$ cat src/rtl/xor_train_scheduler.sv
// xor_train_scheduler: sequences the four XOR training samples into a
// training core, one sample at a time, for a configured number of epochs.
// Core handshake: nn_start is a one-cycle pulse that presents a sample on
// nn_x1/nn_x2/nn_target, and the sample stays put until the next nn_start.
// The core answers with a one-cycle nn_done pulse. nn_done is only heeded in
// WAIT, and abort always takes priority over nn_done.
module xor_train_scheduler #(
  parameter int DW      = 16,
  parameter int TIMEOUT = 1024
) (
  input  logic                 clk,
  input  logic                 rst,
  input  logic                 cfg_we,
  input  logic [1:0]           cfg_addr,
  input  logic signed [DW-1:0] cfg_x1,
  input  logic signed [DW-1:0] cfg_x2,
  input  logic signed [DW-1:0] cfg_target,
  input  logic [2:0]           cfg_num_samples,
  input  logic [15:0]          cfg_max_epochs,
  input  logic                 run,
  input  logic                 abort,
  output logic                 nn_start,
  output logic signed [DW-1:0] nn_x1,
  output logic signed [DW-1:0] nn_x2,
  output logic signed [DW-1:0] nn_target,
  input  logic                 nn_done,
  output logic                 busy,
  output logic                 done,
  output logic                 err,
  output logic [15:0]          epoch_cnt,
  output logic [1:0]           sample_idx,
  output logic [2:0]           state_dbg
);

  typedef enum logic [2:0] {
    S_IDLE   = 3'd0,
    S_ISSUE  = 3'd1,
    S_WAIT   = 3'd2,
    S_NEXT   = 3'd3,
    S_FINISH = 3'd4
  } state_t;

  localparam int WD_W = (TIMEOUT > 1) ? $clog2(TIMEOUT) : 1;
  localparam logic [WD_W-1:0] WD_LAST = WD_W'(TIMEOUT - 1);
  // 1.0 in 8.8 fixed point
  localparam logic signed [DW-1:0] ONE = DW'(256);

  state_t state, state_d;

  logic signed [DW-1:0] tbl_x1 [4];
  logic signed [DW-1:0] tbl_x2 [4];
  logic signed [DW-1:0] tbl_t  [4];

  logic [2:0]      num_q;
  logic [15:0]     max_q;
  logic [WD_W-1:0] wd;

  logic [1:0]  idx_d;
  logic [15:0] epoch_d;
  logic [15:0] epoch_inc;
  logic        err_d;
  logic        latch_cfg;
  logic        cfg_bad;

  assign epoch_inc = epoch_cnt + 16'd1;
  assign cfg_bad   = (cfg_num_samples == 3'd0) || (cfg_num_samples > 3'd4) ||
                     (cfg_max_epochs == 16'd0);

  // Moore outputs decoded straight from the state register
  assign nn_start  = (state == S_ISSUE);
  assign busy      = (state != S_IDLE);
  assign done      = (state == S_FINISH);
  assign state_dbg = state;

  // Next-state and progress-counter decisions
  always_comb begin
    state_d   = state;
    idx_d     = sample_idx;
    epoch_d   = epoch_cnt;
    err_d     = err;
    latch_cfg = 1'b0;
    case (state)
      S_IDLE: begin
        if (run) begin
          latch_cfg = 1'b1;
          idx_d     = 2'd0;
          epoch_d   = 16'd0;
          err_d     = 1'b0;
          if (cfg_bad) begin
            err_d   = 1'b1;
            state_d = S_FINISH;
          end else begin
            state_d = S_ISSUE;
          end
        end
      end
      S_ISSUE: begin
        state_d = abort ? S_FINISH : S_WAIT;
      end
      S_WAIT: begin
        if (abort) begin
          state_d = S_FINISH;
        end else if (nn_done) begin
          state_d = S_NEXT;
        end else if (wd == WD_LAST) begin
          err_d   = 1'b1;
          state_d = S_FINISH;
        end
      end
      S_NEXT: begin
        if (abort) begin
          state_d = S_FINISH;
        end else if ({1'b0, sample_idx} < (num_q - 3'd1)) begin
          idx_d   = sample_idx + 2'd1;
          state_d = S_ISSUE;
        end else begin
          idx_d   = 2'd0;
          epoch_d = epoch_inc;
          state_d = (epoch_inc == max_q) ? S_FINISH : S_ISSUE;
        end
      end
      S_FINISH: begin
        state_d = S_IDLE;
      end
      default: begin
        state_d = S_IDLE;
      end
    endcase
  end

  // State, progress, watchdog and presented-sample registers
  always_ff @(posedge clk) begin
    if (!rst) begin
      state      <= S_IDLE;
      sample_idx <= 2'd0;
      epoch_cnt  <= 16'd0;
      err        <= 1'b0;
      num_q      <= 3'd0;
      max_q      <= 16'd0;
      wd         <= '0;
      nn_x1      <= '0;
      nn_x2      <= '0;
      nn_target  <= '0;
    end else begin
      state      <= state_d;
      sample_idx <= idx_d;
      epoch_cnt  <= epoch_d;
      err        <= err_d;
      if (latch_cfg) begin
        num_q <= cfg_num_samples;
        max_q <= cfg_max_epochs;
      end
      if (state == S_ISSUE) begin
        wd <= '0;
      end else if (state == S_WAIT) begin
        wd <= wd + 1'b1;
      end
      // Load the sample on entry to ISSUE so it is valid with nn_start
      if (state_d == S_ISSUE) begin
        nn_x1     <= tbl_x1[idx_d];
        nn_x2     <= tbl_x2[idx_d];
        nn_target <= tbl_t[idx_d];
      end
    end
  end

  // Sample table: XOR truth table on reset, writable only while idle
  always_ff @(posedge clk) begin
    if (!rst) begin
      for (int i = 0; i < 4; i++) begin
        tbl_x1[i] <= i[1] ? ONE : '0;
        tbl_x2[i] <= i[0] ? ONE : '0;
        tbl_t[i]  <= (i[1] ^ i[0]) ? ONE : '0;
      end
    end else if (cfg_we && (state == S_IDLE)) begin
      tbl_x1[cfg_addr] <= cfg_x1;
      tbl_x2[cfg_addr] <= cfg_x2;
      tbl_t[cfg_addr]  <= cfg_target;
    end
  end

endmodule
$ cat config.mk
export PLATFORM = sky130hd
export DESIGN_NAME = xor_train_scheduler
export DESIGN_NICKNAME = d
export VERILOG_FILES = /design/src/rtl/xor_train_scheduler.sv
export SDC_FILE = /design/constraint.sdc
export NUM_CORES = 1
export LEC_CHECK = 0
export CAP_MARGIN = 20
export CORE_MARGIN = 2
export CORE_UTILIZATION = 25
export DETAILED_ROUTE_END_ITERATION = 7
export PLACE_DENSITY = 0.38
export SYNTH_ARGS = -nofsm -noshare
export SYNTH_HDL_FRONTEND = slang
export SYNTH_SLANG_ARGS = --single-unit
$ cat constraint.sdc
create_clock -name clk -period 3.6 [get_ports clk]
set_input_delay 0.54 -clock clk [delete_from_list [all_inputs] [get_ports clk]]
set_output_delay 0.54 -clock clk [all_outputs]
set_load 0.05 [all_outputs]
; ---- Word level (Yosys, flattened, before mapping)
; Memories as Yosys holds them, arrays and structs flattened. A register that Yosys moved wholly into a read port is not among the register bits.
; Cells that the tools add are included.
[totals]
ramBits = 192
output_inout_bits = 73
ff_bits = 51
word_cells = 87
latchBits = 0
in_bits = 75
mem_bits_ro = 0
n_memories = 3
[classes]
n_mux = 39
eq_ne = 13
reduce_logical = 18
n_div = 0
mul = 0
add_sub_neg = 4
n_lt_le_gt_ge = 2
n_shift = 0
bitwise_logic = 1
[memory_table]
columns = memory, depth, width, rd, rd_ports_with_merged_regs, wr, line_no
row1 = tbl_t, 4, 16, 1, 1, 4, 52  ; logic signed [DW-1:0] tbl_t [4];
row2 = tbl_x1, 4, 16, 1, 1, 4, 50  ; logic signed [DW-1:0] tbl_x1 [4];
row3 = tbl_x2, 4, 16, 1, 1, 4, 51  ; logic signed [DW-1:0] tbl_x2 [4];
[ops]
columns = op, n
row1 = $mux W16, 6
row2 = $reduce_or A16 Y1, 3
row3 = $pmux W16 S2, 1
row4 = $mux W3, 9
row5 = $add A16 B1 Y16 const B, 1
row6 = $eq A16 B16 Y1, 1
row7 = $logic_not A16 Y1, 1
row8 = $mux W1, 14
row9 = $mux W2, 6
row10 = $ne A2 B2 Y1 const B, 6
row11 = $pmux W3 S4, 1
row12 = $add A10 B1 Y10 const B, 1
row13 = $eq A10 B10 Y1 const B, 1
row14 = $eq A3 B1 Y1 const B, 2
row15 = $eq A3 B2 Y1 const B, 2
row16 = $logic_not A3 Y1, 2
row17 = $reduce_and A5 Y1, 1
row18 = $pmux W2 S2, 1
row19 = $reduce_and A4 Y1, 1
row20 = $reduce_bool A2 Y1, 2
row21 = $eq A3 B3 Y1 const B, 1
row22 = $gt A3 B3 Y1 const B, 1
row23 = $logic_not A1 Y1, 3
row24 = $lt A2 B3 Y1, 1
row25 = other kinds (8), 9

; ---- Longest topological paths before layout
; Gate-level depths: netlist of the first run.
[depth]
ltp_word = 7
ltp_mapped = 12
ltp_nobuf = 10

; ---- Least setup slack after synthesis of the first run
; Ideal clock, no wire load.
[synth_path]
path_type = reg-to-reg
startpoint = register state[2], in the netlist state_dbg[2]
endpoint = memory tbl_t[2][0], enable pin
arrival_ns = 3.062
slack_ns = 0.124
path_stages_with_launch = 7
cell_sequence = dfxtp_1 > clkbuf_1 > nor3_1 > nand3_1 > nor3b_1 > clkbuf_1 > nand2b_1
[synth_lines]
columns = item, line_no
row1 = start: declaration, 48  ; state_t state, state_d;
row2 = start signal: assignment, 145  ; state <= state_d;
row3 = end: declaration, 52

; ---- Worst setup path in the final report of the first run
[layout_path]
startpoint = register epoch_cnt[0]
endpoint = register nn_x1[13], read port of tbl_x1
[layout_between]
elab_chain_len = 7
[layout_lines]
columns = item, line_no
row1 = start: declaration, 30  ; output logic [15:0] epoch_cnt,
row2 = start signal: assignment, 147  ; epoch_cnt <= epoch_d;
row3 = $add A16 B1 Y16, 65  ; assign epoch_inc = epoch_cnt + 16'd1;
row4 = $eq A16 B16 Y1, 119  ; state_d = (epoch_inc == max_q) ? S_FINISH : S_ISSUE;
row5 = $mux W3, 119
row6 = $mux W3, 113  ; end else if ({1'b0, sample_idx} < (num_q - 3'd1)) begin
row7 = $mux W3, 111  ; if (abort) begin
row8 = $pmux W3 S4, 82  ; case (state)
row9 = $eq A3 B1 Y1, 159  ; if (state_d == S_ISSUE) begin
row10 = end: declaration, 23  ; output logic signed [DW-1:0] nn_x1,
; Every way passes these cells.
; A chain may end at the register's enable or synchronous reset.

==> metrics.txt, run 1 <==
Place WS 342 ps; IO buf count 147; post-synthesis xor/xnor area fraction 0.0191; Post-Synth Adder-Cell Area 0.00376; DR iter-0 viols 337; clk root buf clkbuf_16; crit-path max FO 48; clock buffer count from CTS 37; Storage cell area 7750 um^2; top_reg_cell synth edfxtp_1; Placer Congestion 0.730; DP Area 15700 um^2; Detailed Route WL 39800 um; hold crit path type in2reg; worst-margin pin slew 982 ps; Finished Layout Cells 1968; core box area 52700 um^2; Leak 6.38 nW; Yosys Warn Count 0; CTS tree yes; Startpoint Class flop; starting density of the core 0.253; final worst-path cycle share 0.857; R2R cell count 9; Top-Level Pins 148; drt wl/cell 20.2 um; clk_skew 23.1 ps; Syn Area/Cell 11.9 um^2; CTS max path bufs 3; worst path required time 4080 ps; via count 8859; flops & latches, synth 291; R2R Setup Slk 510 ps; worst-skew pair later-pin latency 560 ps; worst hold endpoint nn_x1[3]; H-tree depth 2; maximum operating frequency 0.324 GHz; DRC viols 0; layout cells sized above 1 0.156; r2r endpoint nn_x1[13]; gr ovfl total 0; first-pass GRT wire length 60100 um; Worst VDD drop 276 uV; Seq/Total Area, Yosys 0.581; Die X-Extent 235 um; vias in the first global route 9197; Fin. Hold Viols 0; Avg Vias per Cell 4.50; Fill cells 5266; RSZ-0062 raised after global routing false; CTS Hold Bufs 0; RR Startpoint epoch_cnt[0]; Slew HR 0.345; Hold Startpoint rst; buffer count from post-CTS setup fixing 0; Overall Global Routing Usage 0.143; full die area 55200 um^2; Final ANT Viol Nets 0; simple-gate share of the synthesized area 0.174; largest family of logic cells by synthesized area simple AND/OR/NAND/NOR gates; Post-synth ARST share 0; arrival time of the worst setup path 3570 ps; die height 235 um; Initial DRT Pass Iterations 4; synthesis-to-finish area growth 27.2%; Reg clk slew, reported paths 60 ps; Pwr Density 511 nW/um^2; placed cell count 1899; Post-synth EDFFs 192; pin count of the biggest net entering global routing 98; multi-input logic area 5240 um^2; worst setup slack after layout 515 ps; mux cell area share after synthesis 0.0775; CTS resizes 0; CP endpoint kind flop; status finished clean; dpl hpwl 22800 um; minimum clock period 3090 ps; most frequent cells in the layout 199 x and2_1, 192 x edfxtp_1, 146 x clkdlybuf4s50_1, 111 x nand2_1, 99 x dfxtp_1; clock sink count 291; hold slack 399 ps; NumNets Final 1329; design area 17000 um^2; Gate Count Post-Synth 1117; Netlist cell types 64; Max Cap Viol 0; initial antenna violation count 2; Hold Path Cell Cnt 2; # rows 84; Netlist Area Pre-Place 13300 um^2; setup TNS 0 ps; most common cell after layout, fill and taps aside and2_1; critical path class reg2reg; Net Count, Synth 1196; # setup viols final 0; Compound-Gate Fraction of Synth Area 0.114; Slew Viols, Final 0
## critical path, stage by stage (launching register included)
cell      delay (ps)
dfxtp_1          500
ha_1             370
nand3_2          230
nor4_2           460
xnor2_1          110
nor4_1           230
o2111a_2         350
and2_2           200
buf_12           320
o221a_2          250
## cells by family (layout without fill, tap and decap cells)
family | count (synthesis) | after routing
and+or+nand+nor | 422 | 422
DFF | 291 | 291
adders and majority gates | 4 | 4
AOI/OAI and AO/OA | 186 | 186
buffers and inverters | 88 | 250
other | 0 | 1
muxes | 97 | 97
xor gates and xnor gates | 29 | 29
## final cells by class
class,instances,area share
diodes,1,0.000148
clock buffers,47,0.0592
clock inverters,21,0.0134
inverters,5,0.00111
multi-input cells,738,0.309
flip-flops and latches,291,0.457
well taps,688,0.0508
repair buffers,177,0.110
## worst max path at each step
stage | from | slack, ps | end
global placement | run | 350 | nn_x1[10]
finish | epoch_cnt[0] | 510 | nn_x1[13]
CTS | epoch_cnt[0] | 410 | nn_x1[13]
global route | epoch_cnt[0] | 140 | nn_x2[7]
detailed placement | run | 340 | nn_x2[3]
floorplan | state_dbg[2] | 120 | tbl_t[2][0]
## per-stage QoR
step	util	power, mW
global placement	0.299	5.00
floorplan	-	4.52
finish	0.322	8.67
global route	0.322	9.02
detailed placement	0.299	5.00
CTS	0.322	8.84
## registers in the layout, summed over array words and instances, names as in the netlist
name,count
wd,10
state_dbg,3
nn_target,16
nn_x1,16
tbl_x1,64
nn_x2,16
num_q,3
err,1
epoch_cnt,16
tbl_x2,64
max_q,16
tbl_t,64
sample_idx,2
## power by group
part           total [mW]  switching [mW]  internal (mW)
clock                3.77            1.50           2.27
sequential           3.87          0.0971           3.77
combinational        1.03           0.632          0.402
## synthesized netlist by cell type, types with 3 or more instances
| cell type | number | area share |
|---|---|---|
| and2_1 | 200 | 0.094 |
| edfxtp_1 | 192 | 0.43 |
| nand2_1 | 112 | 0.032 |
| dfxtp_1 | 99 | 0.15 |
| clkbuf_1 | 51 | 0.014 |
| o211ai_1 | 49 | 0.028 |
| mux2_2 | 48 | 0.041 |
| mux2i_1 | 48 | 0.036 |
| o221a_2 | 40 | 0.034 |
| nor2_1 | 30 | 0.0085 |
| a21boi_0 | 22 | 0.012 |
| o21ai_0 | 21 | 0.0079 |
| buf_2 | 18 | 0.0068 |
| xnor2_1 | 17 | 0.011 |
| nand2b_1 | 15 | 0.0070 |
| a21oi_1 | 13 | 0.0049 |
| buf_4 | 13 | 0.0073 |
| xor2_1 | 12 | 0.0079 |
| nand3_1 | 11 | 0.0041 |
| o221a_1 | 10 | 0.0085 |
| nand4_1 | 7 | 0.0033 |
| nor3_1 | 7 | 0.0026 |
| nor4_1 | 6 | 0.0028 |
| inv_1 | 5 | 0.0014 |
| nor2b_1 | 5 | 0.0023 |
| or3_1 | 5 | 0.0023 |
| and3_1 | 4 | 0.0019 |
| ha_1 | 4 | 0.0038 |
| o21a_1 | 4 | 0.0023 |
| o31ai_1 | 4 | 0.0023 |
| a31oi_1 | 3 | 0.0014 |
| nor3b_1 | 3 | 0.0017 |
## per-layer routing
layer / wire (um) / vias to the layer above / GRT usage
met5: 13 / - / 0
met4: 670 / 2 / 0.0338
met3: 1360 / 46 / 0.0283
met2: 19100 / 156 / 0.240
met1: 18700 / 4317 / 0.190
li1: - / 4338 / -
Note: power is estimated with default switching activity, not from simulation.
==> run 2: changes to the inputs <==
- SETUP_SLACK_MARGIN: not set -> 0.1
==> results of run 2 <==
Final layout, timing and power as in run 1 (identical DEF).
